`config.mk`:
```
export PLATFORM = sky130hd
export DESIGN_NAME = imm_gen_pipe
export DESIGN_NICKNAME = d
export VERILOG_FILES = /design/src/rtl/imm_pkg.sv /design/src/rtl/imm_decode.sv /design/src/rtl/imm_gen_pipe.sv
export SDC_FILE = /design/constraint.sdc
export NUM_CORES = 1
export LEC_CHECK = 0
export CORE_ASPECT_RATIO = 0.6
export CORE_UTILIZATION = 52
export CTS_BUF_LIST = sky130_fd_sc_hd__clkbuf_16
export CTS_CLUSTER_DIAMETER = 40
export DETAILED_ROUTE_END_ITERATION = 8
export PLACE_DENSITY = 0.81
export SYNTH_ARGS = -nofsm -noshare
export SYNTH_HDL_FRONTEND = slang
export SYNTH_SLANG_ARGS = --single-unit
```
`constraint.sdc`:
```
create_clock -name clk -period 2.05 [get_ports clk]
set_clock_uncertainty 0.05 [all_clocks]
set_input_delay 0.205 -clock clk [delete_from_list [all_inputs] [get_ports clk]]
set_output_delay 0.205 -clock clk [all_outputs]
set_load 0.01 [all_outputs]
```
`src/rtl/imm_pkg.sv`:
```
// rtl/imm_pkg.sv - format codes, opcode constants and XLEN legality check
package imm_pkg;

  typedef enum logic [2:0] {
    FMT_R     = 3'd0,
    FMT_I     = 3'd1,
    FMT_S     = 3'd2,
    FMT_B     = 3'd3,
    FMT_U     = 3'd4,
    FMT_J     = 3'd5,
    FMT_SHAMT = 3'd6,
    FMT_NONE  = 3'd7
  } imm_fmt_e;

  localparam logic [6:0] OP_LOAD   = 7'b0000011;
  localparam logic [6:0] OP_IMM    = 7'b0010011;
  localparam logic [6:0] OP_IMM32  = 7'b0011011;
  localparam logic [6:0] OP_JALR   = 7'b1100111;
  localparam logic [6:0] OP_SYSTEM = 7'b1110011;
  localparam logic [6:0] OP_STORE  = 7'b0100011;
  localparam logic [6:0] OP_BRANCH = 7'b1100011;
  localparam logic [6:0] OP_LUI    = 7'b0110111;
  localparam logic [6:0] OP_AUIPC  = 7'b0010111;
  localparam logic [6:0] OP_JAL    = 7'b1101111;
  localparam logic [6:0] OP_OP     = 7'b0110011;
  localparam logic [6:0] OP_OP32   = 7'b0111011;

  function automatic bit xlen_legal(input int xlen);
    return (xlen == 32) || (xlen == 64);
  endfunction

endpackage

```
`src/rtl/imm_decode.sv`:
```
// rtl/imm_decode.sv - combinational instruction to immediate/format/illegal decode
module imm_decode
  import imm_pkg::*;
#(
  parameter int XLEN      = 64,
  parameter int BJ_SCALED = 1
) (
  input  logic [31:0]     i_inst,
  output logic [XLEN-1:0] o_imm,
  output imm_fmt_e        o_fmt,
  output logic            o_illegal
);

  logic [31:0] w_imm32;
  logic        w_is_shift;

  // funct3 001 (sll) and 101 (srl/sra) share bits [13:12] = 01
  assign w_is_shift = (i_inst[13:12] == 2'b01);

  always_comb begin
    w_imm32   = '0;
    o_fmt     = FMT_NONE;
    o_illegal = 1'b0;
    case (i_inst[6:0])
      OP_LOAD, OP_JALR, OP_SYSTEM: begin
        o_fmt   = FMT_I;
        w_imm32 = 32'($signed(i_inst[31:20]));
      end
      OP_IMM: begin
        if (w_is_shift) begin
          o_fmt   = FMT_SHAMT;
          w_imm32 = (XLEN == 64) ? {26'd0, i_inst[25:20]} : {27'd0, i_inst[24:20]};
        end else begin
          o_fmt   = FMT_I;
          w_imm32 = 32'($signed(i_inst[31:20]));
        end
      end
      OP_IMM32: begin
        if (w_is_shift) begin
          o_fmt   = FMT_SHAMT;
          w_imm32 = {27'd0, i_inst[24:20]};
        end else begin
          o_fmt   = FMT_I;
          w_imm32 = 32'($signed(i_inst[31:20]));
        end
      end
      OP_STORE: begin
        o_fmt   = FMT_S;
        w_imm32 = 32'($signed({i_inst[31:25], i_inst[11:7]}));
      end
      OP_BRANCH: begin
        o_fmt   = FMT_B;
        w_imm32 = (BJ_SCALED != 0)
                ? 32'($signed({i_inst[31], i_inst[7], i_inst[30:25], i_inst[11:8], 1'b0}))
                : 32'($signed({i_inst[31], i_inst[7], i_inst[30:25], i_inst[11:8]}));
      end
      OP_LUI, OP_AUIPC: begin
        o_fmt   = FMT_U;
        w_imm32 = {i_inst[31:12], 12'd0};
      end
      OP_JAL: begin
        o_fmt   = FMT_J;
        w_imm32 = (BJ_SCALED != 0)
                ? 32'($signed({i_inst[31], i_inst[19:12], i_inst[20], i_inst[30:21], 1'b0}))
                : 32'($signed({i_inst[31], i_inst[19:12], i_inst[20], i_inst[30:21]}));
      end
      OP_OP, OP_OP32: begin
        o_fmt = FMT_R;
      end
      default: begin
        o_fmt     = FMT_NONE;
        o_illegal = 1'b1;
      end
    endcase
  end

  // Shift amounts have bit31 clear, so one signed widening covers every format
  assign o_imm = XLEN'($signed(w_imm32));

endmodule

```
`src/rtl/imm_gen_pipe.sv`:
```
// rtl/imm_gen_pipe.sv - immediate generator feeding a 2-entry skid FIFO
module imm_gen_pipe
  import imm_pkg::*;
#(
  parameter int XLEN      = 64,
  parameter int BJ_SCALED = 1
) (
  input  logic            clk,
  input  logic            rst_n,
  input  logic            flush,
  input  logic            in_valid,
  output logic            in_ready,
  input  logic [31:0]     in_inst,
  output logic            out_valid,
  input  logic            out_ready,
  output logic [XLEN-1:0] out_imm,
  output logic [2:0]      out_fmt,
  output logic [31:0]     out_inst,
  output logic            out_illegal
);

  if (!xlen_legal(XLEN)) begin : g_bad_xlen
    $error("imm_gen_pipe: XLEN must be 32 or 64");
  end

  logic [XLEN-1:0] w_imm;
  imm_fmt_e        w_fmt;
  logic            w_illegal;
  logic            w_push;
  logic            w_pop;

  logic [XLEN-1:0] r_imm  [2];
  imm_fmt_e        r_fmt  [2];
  logic [31:0]     r_inst [2];
  logic            r_ill  [2];
  logic            r_wr;
  logic            r_rd;
  logic [1:0]      r_count;
  logic            r_init;

  imm_decode #(.XLEN(XLEN), .BJ_SCALED(BJ_SCALED)) u_decode (
    .i_inst    (in_inst),
    .o_imm     (w_imm),
    .o_fmt     (w_fmt),
    .o_illegal (w_illegal)
  );

  // r_init holds in_ready low until the first edge after reset releases
  assign in_ready  = r_init && (r_count != 2'd2);
  assign out_valid = (r_count != 2'd0);
  assign w_push    = in_valid && in_ready && !flush;
  assign w_pop     = out_valid && out_ready;

  always_ff @(posedge clk or negedge rst_n) begin
    if (!rst_n) begin
      for (int i = 0; i < 2; i++) begin
        r_imm[i]  <= '0;
        r_fmt[i]  <= FMT_NONE;
        r_inst[i] <= '0;
        r_ill[i]  <= 1'b0;
      end
      r_wr    <= 1'b0;
      r_rd    <= 1'b0;
      r_count <= 2'd0;
      r_init  <= 1'b0;
    end else begin
      r_init <= 1'b1;
      if (flush) begin
        r_wr    <= 1'b0;
        r_rd    <= 1'b0;
        r_count <= 2'd0;
      end else begin
        if (w_push) begin
          r_imm[r_wr]  <= w_imm;
          r_fmt[r_wr]  <= w_fmt;
          r_inst[r_wr] <= in_inst;
          r_ill[r_wr]  <= w_illegal;
          r_wr         <= ~r_wr;
        end
        if (w_pop) begin
          r_rd <= ~r_rd;
        end
        case ({w_push, w_pop})
          2'b10:   r_count <= r_count + 2'd1;
          2'b01:   r_count <= r_count - 2'd1;
          default: r_count <= r_count;
        endcase
      end
    end
  end

  assign out_imm     = r_imm[r_rd];
  assign out_fmt     = r_fmt[r_rd];
  assign out_inst    = r_inst[r_rd];
  assign out_illegal = r_ill[r_rd];

endmodule

```
; Word-level counts from Yosys, hierarchy flattened
; Cells that the tools add are included.
[classes]
eq_ne = 16
n_reduce_logical = 16
n_addsub = 2
magnitude_cmp = 3
n_bitwise = 5
mux = 36
[ops]
columns = cell, count
row1 = 64-bit two-way mux, 4
row2 = 32-bit case mux with 7 select lines, 1
row3 = 32-bit two-way mux, 6
row4 = 128-bit bitwise mux, 1
row5 = 64-bit bitwise mux, 1
row6 = 64-bit demux with 1-bit select, 1
row7 = 32-bit demux with 1-bit select, 1
row8 = "7-bit by 6-bit == test with 1-bit output, second input constant", 4
row9 = "7-bit == test, second input constant", 4
row10 = "7-bit by 5-bit == test with 1-bit output, second input constant", 3
row11 = 3-bit case mux with 7 select lines, 1
row12 = 3-bit two-way mux, 5
row13 = 12-bit OR reduction, 1
row14 = 1-bit two-way mux, 9
row15 = "7-bit by 2-bit == test with 1-bit output, second input constant", 1
row16 = 6-bit bitwise mux, 1
row17 = 2-bit nonzero test, 3
row18 = 2-bit OR reduction, 3
row19 = 1-bit logical AND, 5
row20 = "2-bit by 1-bit == test with 1-bit output, second input constant", 2
row21 = "2-bit >= comparator, second input constant", 2
row22 = 1-bit inverter with 2-bit output, 2
row23 = 2-bit case mux with 2 select lines, 1
row24 = 3-bit demux with 1-bit select, 1
row25 = other kinds (13), 15
[word_totals]
reg_bits = 205
out_inout_bits = 102
inputBits = 37
elab_cells = 90

; Logic depth before layout (Yosys ltp)
; Gate-level depths: netlist of run 1.
[logic_depth]
depth_word = 7
depth_mapped = 7
depth_no_buf = 4

; Cells and area by module
; Synthesis of run 1 repeated with hierarchy kept, for this count alone.
[unflattened]
hier_cells = 695
hier_area_um2 = 10316.1
[by_module_without_submodules]
columns = module, area_each_um2, cells_each, seq_area_each_um2, n_inst
row1 = imm_gen_pipe, 9344.0, 559, 5137.4, 1
row2 = imm_decode, 972.2, 136, 0.0, 1

; Least setup slack after synthesis of run 1
; OpenSTA, ideal clock, no wires.
[synth_path]
path_type = register -> output
from = register r_rd
to = output out_imm[32]
path_slack_ns = 0.196
stages_incl_launch_ff = 5
arrival_ns = 1.599
n_path_buf = 3
required_ns = 1.795
path_cell_list = dfrtp_1 -> clkbuf_1 -> buf_1 -> mux2_2 -> buf_4
[synth_via]
elab_chain_len = 4
[synth_lines]
columns = item, line_no
row1 = start: declaration, imm_gen_pipe.sv:37  ; logic r_rd;
row2 = start signal: assignment, imm_gen_pipe.sv:81  ; r_rd <= ~r_rd;
row3 = 1-bit inverter with 2-bit output (implied by the code), imm_gen_pipe.sv:92  ; assign out_imm = r_imm[r_rd];
row4 = 64-bit two-way mux (implied by the code) (3 in a row), imm_gen_pipe.sv:92
row5 = end: declaration, imm_gen_pipe.sv:16  ; output logic [XLEN-1:0] out_imm,
; Every way passes these cells. The select of a mux whose other input is x is not followed.

; Worst setup path in the final report of run 1
[layout_path]
from = register r_rd
to = output out_imm[7]
; Same word-level chain as after synthesis.

==> flow_summary.toml, run 1 <==
[run_status]
status = "finished, violations left"
violations = "setup timing"

[critical_path]
start_kind = "register"
crit_required_ps = 1790
cp_max_fo = 11
end_kind = "primary output"
path_class = "register to primary output"
cp.arrival_ps = 1810

[timing]
max_slew.worst_pin.slew_ps = 740
rsz0062_at_grt = "yes"
fmax_mhz = 485
setup_ws_ps = -10.5
finalHoldViolCount = 0
timing.final.crit_period_ps = 2060
slew_headroom = 0.507
slew_violations = 0
report.final.setup_viol = 3
fin_crit_sh = 1.01
hold_ws_ps = 295
finalSetupTns_ps = -15.1

[layout]
antennaDiodeCount = 0
final_nets = 893
final_cell_area_mm2 = 0.00904
final_core_util = 0.728
area_growth_pct = 32.6
drive_gt1_frac = 0.282
multi_input_area_mm2 = 0.00290
layout.cells.non_filler = 1034
fillerInstances = 891
seq_area_mm2 = 0.00354

[clock_tree]
clk-insertion-delay-late_ps = 420
clk_pin_slew_ps = 70
root_buffer = "clkbuf_16"
cts_tree = "built"
cts_sinks = 141
clockBufferDepth = 2
h-tree-depth = 4
cts_buffers = 17

[placement]
dp_slack_ps = -633
place.gp.congestion = 0.947
dp_hpwl_um = 13200
portBuffers = 138
dp.cells = 988
place_area_mm2 = 0.00847

[route]
via_per_inst = 5.83
dr.first_iter.drc_count = 492
drc = 0
drt_wl_total_um = 20200
ant_nets = 0
dr.pass1.iters = 5
via_count = 6033
wire_per_inst_um = 19.5

[synthesis]
synth_ff_type = "dfrtp_1"
ys_seq_area_frac = 0.519
yosysWarnings = 0
synth_nets = 745
synthCells = 708
synth_edf_count = 0
ys_ff_latch = 141
synth_cell_types = 46
synthesis.area_per_instance_um2 = 9.63
syn-cell-area_mm2 = 0.00682
synthArstFlopShare = 1.00

[floorplan]
core_mm2 = 0.0124
row_count = 31
die_area_mm2 = 0.0136
ios = 139
die_h_um = 90.7
initial_core_util = 0.549
fp.dieW_um = 150

[power_and_ir_drop]
p_leak_nw = 4.49
peakVddDrop_v = 0.000679
power_density_mw_per_mm2 = 944
power_mw = 8.53

[global_routing]
grt_pass1_wl_um = 32100
grt_util_all_layers = 0.310
antenna_found_initial = 0
grt_max_degree = 66
overflow = 0
grt_pass1_vias = 6041

[job]
max-cap-violations = 0

[min_path]
worstHoldPathType = "input pin to async pin"
## critical path: stages (launching register included)
cell	delay (ps)
dfrtp_2	410
buf_12	150
buf_8	140
buf_16	150
buf_4	130
mux2_2	270
clkbuf_2	130
## Yosys cell counts (4+ instances only)
cell      instances  share of area
nand2_1         211           0.12
dfrtp_1         135           0.50
mux2_2           68           0.11
nor2_1           48          0.026
clkbuf_1         38          0.021
a31oi_1          35          0.032
buf_4            34          0.037
o21ai_0          30          0.022
a221o_1          22          0.032
nand3_1           9         0.0066
dfstp_2           6          0.023
buf_1             5         0.0028
and2_1            4         0.0037
nand4b_1          4         0.0051
or2_2             4         0.0037
## where the power goes
| group | internal [mW] | leakage (nW) | switching [mW] |
|---|---|---|---|
| clock network | 1.71 | 0.281 | 1.32 |
| logic | 0.901 | 2.41 | 0.957 |
| registers | 3.35 | 1.79 | 0.297 |
| total | 5.96 | 4.49 | 2.57 |
## registers in the layout, summed over array words and instances, names as in the netlist
signal / flops
r_wr: 1
r_init: 1
r_imm: 64
r_ill: 2
r_rd: 1
r_inst: 64
r_count: 2
r_fmt: 6
## kinds of logic after synthesis
logic type,synth area share
xor gates and xnor gates,0.00257
buffers and inverters,0.0650
AOI/OAI and AO/OA,0.111
muxes,0.115
other,0.000550
and+or+nand+nor,0.187
DFF,0.519
## cell usage in the layout, fill, tap and decap left out, drive strengths merged, types with 2 or more instances in the layout
master,count
buf,70
and2,4
dlygate4sd2,36
dfrtp,135
nor2b,3
nand3b,2
xor2,2
a211oi,3
nand4b,4
clkdlybuf4s15,10
and3,3
nor3,4
nand3,9
mux2i,2
clkbuf,68
inv,10
nand2b,2
mux2,69
dlymetal6s2s,4
a21oi,3
nand4,3
o21a,2
dfstp,6
a221o,22
o211ai,3
clkinv,6
nand2,211
o31ai,2
clkdlybuf4s50,36
o21ai,30
or2,4
nor2,48
a31oi,37
## final timing paths
kind	slack (ps)	to	startpoint	cells after the start
min reg2reg	420	r_inst[4]$_DFFE_PN0P_	r_inst[4]$_DFFE_PN0P_	2
min	300	r_inst[22]$_DFFE_PN0P_	rst_n	2
min in group clk	340	r_fmt[0]$_DFFE_PN1P_	in_inst[6]	4
max in group asynchronous	890	r_fmt[0]$_DFFE_PN1P_	rst_n	3
max	-10	out_imm[7]	r_rd$_DFFE_PN0P_	6
max reg2reg	370	r_imm[70]$_DFFE_PN0P_	r_init$_DFF_PN0_	6
## what timing repair did
item | in CTS | in global routing
hold buffers | 1 | 0
endpoints found under the hold margin | 62 | 0
pin swaps | 0 | 2
gates cloned | 3 | 2
gates resized for setup | 141 | 90
buffers inserted | 4 | 4
setup endpoints to repair | 127 | 97
## layout make-up
class                           instances  area share
Clock buffer                           17      0.0471
Clock inverter                         15      0.0167
Inverter                                3     0.00125
Multi-Input combinational cell        485       0.320
Sequential cell                       141       0.391
Tap cell                              165      0.0228
Timing Repair Buffer                  208       0.200
## routing by layer
metal	track usage	part of all wire	vias up	wire length [um]
li1	-	-	2707	-
met1	0.439	0.44	3008	8960
met2	0.476	0.45	278	9170
met3	0.0646	0.082	40	1660
met4	0.0960	0.020	0	407
met5	0	0	-	0
No activity file was read; power rests on OpenSTA's default activity.
==> inputs of run 2 (changes only) <==
--- a/config.mk
+++ b/config.mk
@@ -11,6 +11,7 @@
 export CTS_CLUSTER_DIAMETER = 40
 export DETAILED_ROUTE_END_ITERATION = 8
 export PLACE_DENSITY = 0.81
+export SKIP_CTS_REPAIR_TIMING = 1
 export SYNTH_ARGS = -nofsm -noshare
 export SYNTH_HDL_FRONTEND = slang
 export SYNTH_SLANG_ARGS = --single-unit
==> flow_summary.toml, run 2 (same netlist as run 1, synthesis figures left out) <==
[layout]
final_nets = 889
antennaDiodeCount = 0
area_growth_pct = 39.4
most-common-layout-cells = "nand2_1, dfrtp_1, dlymetal6s2s_1"
fillerInstances = 808
final_cell_area_mm2 = 0.00951
drive_gt1_frac = 0.221
largestRegisters = "r_imm: 64 flops, r_inst: 64 flops, r_fmt: 6 flops"
mostFrequentLayoutCell = "nand2_1"

[route]
drt_wl_total_um = 20800
dr.pass1.iters = 6
ant_nets = 0
drc = 0
wire_per_inst_um = 20.2
via_count = 6113
via_per_inst = 5.93
dr.first_iter.drc_count = 531

[timing]
fmax_mhz = 497
report.final.setup_viol = 0
fin_crit_sh = 0.982
slew_headroom = 0.569
max_slew.worst_pin.slew_ps = 643
finalHoldViolCount = 0
rsz0062_at_grt = "yes"
finalSetupTns_ps = 0
hold_ws_ps = 258
slew_violations = 0
timing.final.crit_period_ps = 2010

[critical_path]
crit_required_ps = 1790
cp_cell_sequence = "buf_12 -> clkbuf_16 -> buf_4 -> mux2_2 -> dlymetal6s2s_1"
cpMaxStageDelayCell = "dfrtp_2"
r2r.worst_path.cells = 6
path_delay_family = "buffers and inverters"
r2r-start = "r_init$_DFF_PN0_"
start_kind = "register"
path_depth = 5
end_kind = "primary output"
cp.arrival_ps = 1760
startpoint = "r_rd$_DFFE_PN0P_"
slowest_delay_ps = 370
path_class = "register to primary output"
cp_max_fo = 8
path_buf_inv = 4

[global_routing]
grt_pass1_vias = 5969
antenna_found_initial = 0
overflow = 0
grt_util_all_layers = 0.295
grt_max_degree = 66
grt_pass1_wl_um = 30800

[clock_tree]
cts_buffers = 17
clockBufferDepth = 2
clk_pin_slew_ps = 60
clk-insertion-delay-late_ps = 420
h-tree-depth = 4
cts_sinks = 141
cts_tree = "built"
root_buffer = "clkbuf_16"

[floorplan]
ios = 139
die_area_mm2 = 0.0136
die_h_um = 90.7
initial_core_util = 0.549
core_mm2 = 0.0124
fp.dieW_um = 150
row_count = 31

[min_path]
whs_path_depth = 4
worstHoldPathType = "input pin to register"
hp-start = "in_inst[4]"

[placement]
dp_hpwl_um = 13200
place_area_mm2 = 0.00847
place.gp.congestion = 0.947
portBuffers = 138

[run_status]
status = "complete, no violations"

[power_and_ir_drop]
power_frac_comb = 0.229
p_leak_nw = 5.70
peakVddDrop_v = 0.000679
switchingPower_mw = 2.60
seqPwrFrac = 0.420
intPower_mw = 6.10
power_density_mw_per_mm2 = 915
p_clk_frac = 0.350
switching_share = 0.299

[job]
max-cap-violations = 0
## run 2: final timing paths
kind / to / slack [ps]
max: out_imm[12] / 40
min: r_inst[4]$_DFFE_PN0P_ / 260
max reg2reg: r_imm[70]$_DFFE_PN0P_ / 350
min reg2reg: r_inst[4]$_DFFE_PN0P_ / 420
max in group asynchronous: r_fmt[0]$_DFFE_PN1P_ / 900
min in group asynchronous: r_inst[22]$_DFFE_PN0P_ / 290
## run 2: cell type report
| class | count | area [um2] | share of cell area |
|---|---|---|---|
| Tap cell | 165 | 206 | 0.0217 |
| Timing Repair Buffer | 203 | 2250 | 0.237 |
| Inverter | 3 | 11.3 | 0.00118 |
| Clock inverter | 15 | 151 | 0.0159 |
| Sequential cell | 141 | 3540 | 0.372 |
| Clock buffer | 17 | 425 | 0.0448 |
| Multi-Input combinational cell | 486 | 2920 | 0.307 |
## run 2: stage by stage
stage,power [mW],std cells,worst slack [ps],utilization
2_1_floorplan,4.65,708,196,-
3_3_place_gp,5.55,988,-474,0.682
3_5_place_dp,5.67,988,-633,0.682
4_1_cts,8.69,1020,-398,0.729
5_1_grt,9.06,1030,-17.8,0.766
6_report,8.70,1030,36.3,0.766
## run 2: metal layers
metal / part of all wire / track usage
met2: 0.45 / 0.448
met5: 0 / 0
met3: 0.093 / 0.0561
met1: 0.44 / 0.429
met4: 0.019 / 0.0850
## run 2: worst min-delay path, delay by kind of cell
kind	cells	cell delay, ps
buf+inv	2	380
simple gates	2	100
## run 2: power by group through the flow
stage / registers, mW / logic [mW] / clock network, mW
final: 3.66 / 2.00 / 3.05
after global routing: 3.71 / 2.17 / 3.18
after CTS: 3.64 / 2.01 / 3.05
after detailed placement: 3.68 / 1.99 / 0
after global placement: 3.63 / 1.92 / 0
after floorplan: 3.58 / 1.07 / 0
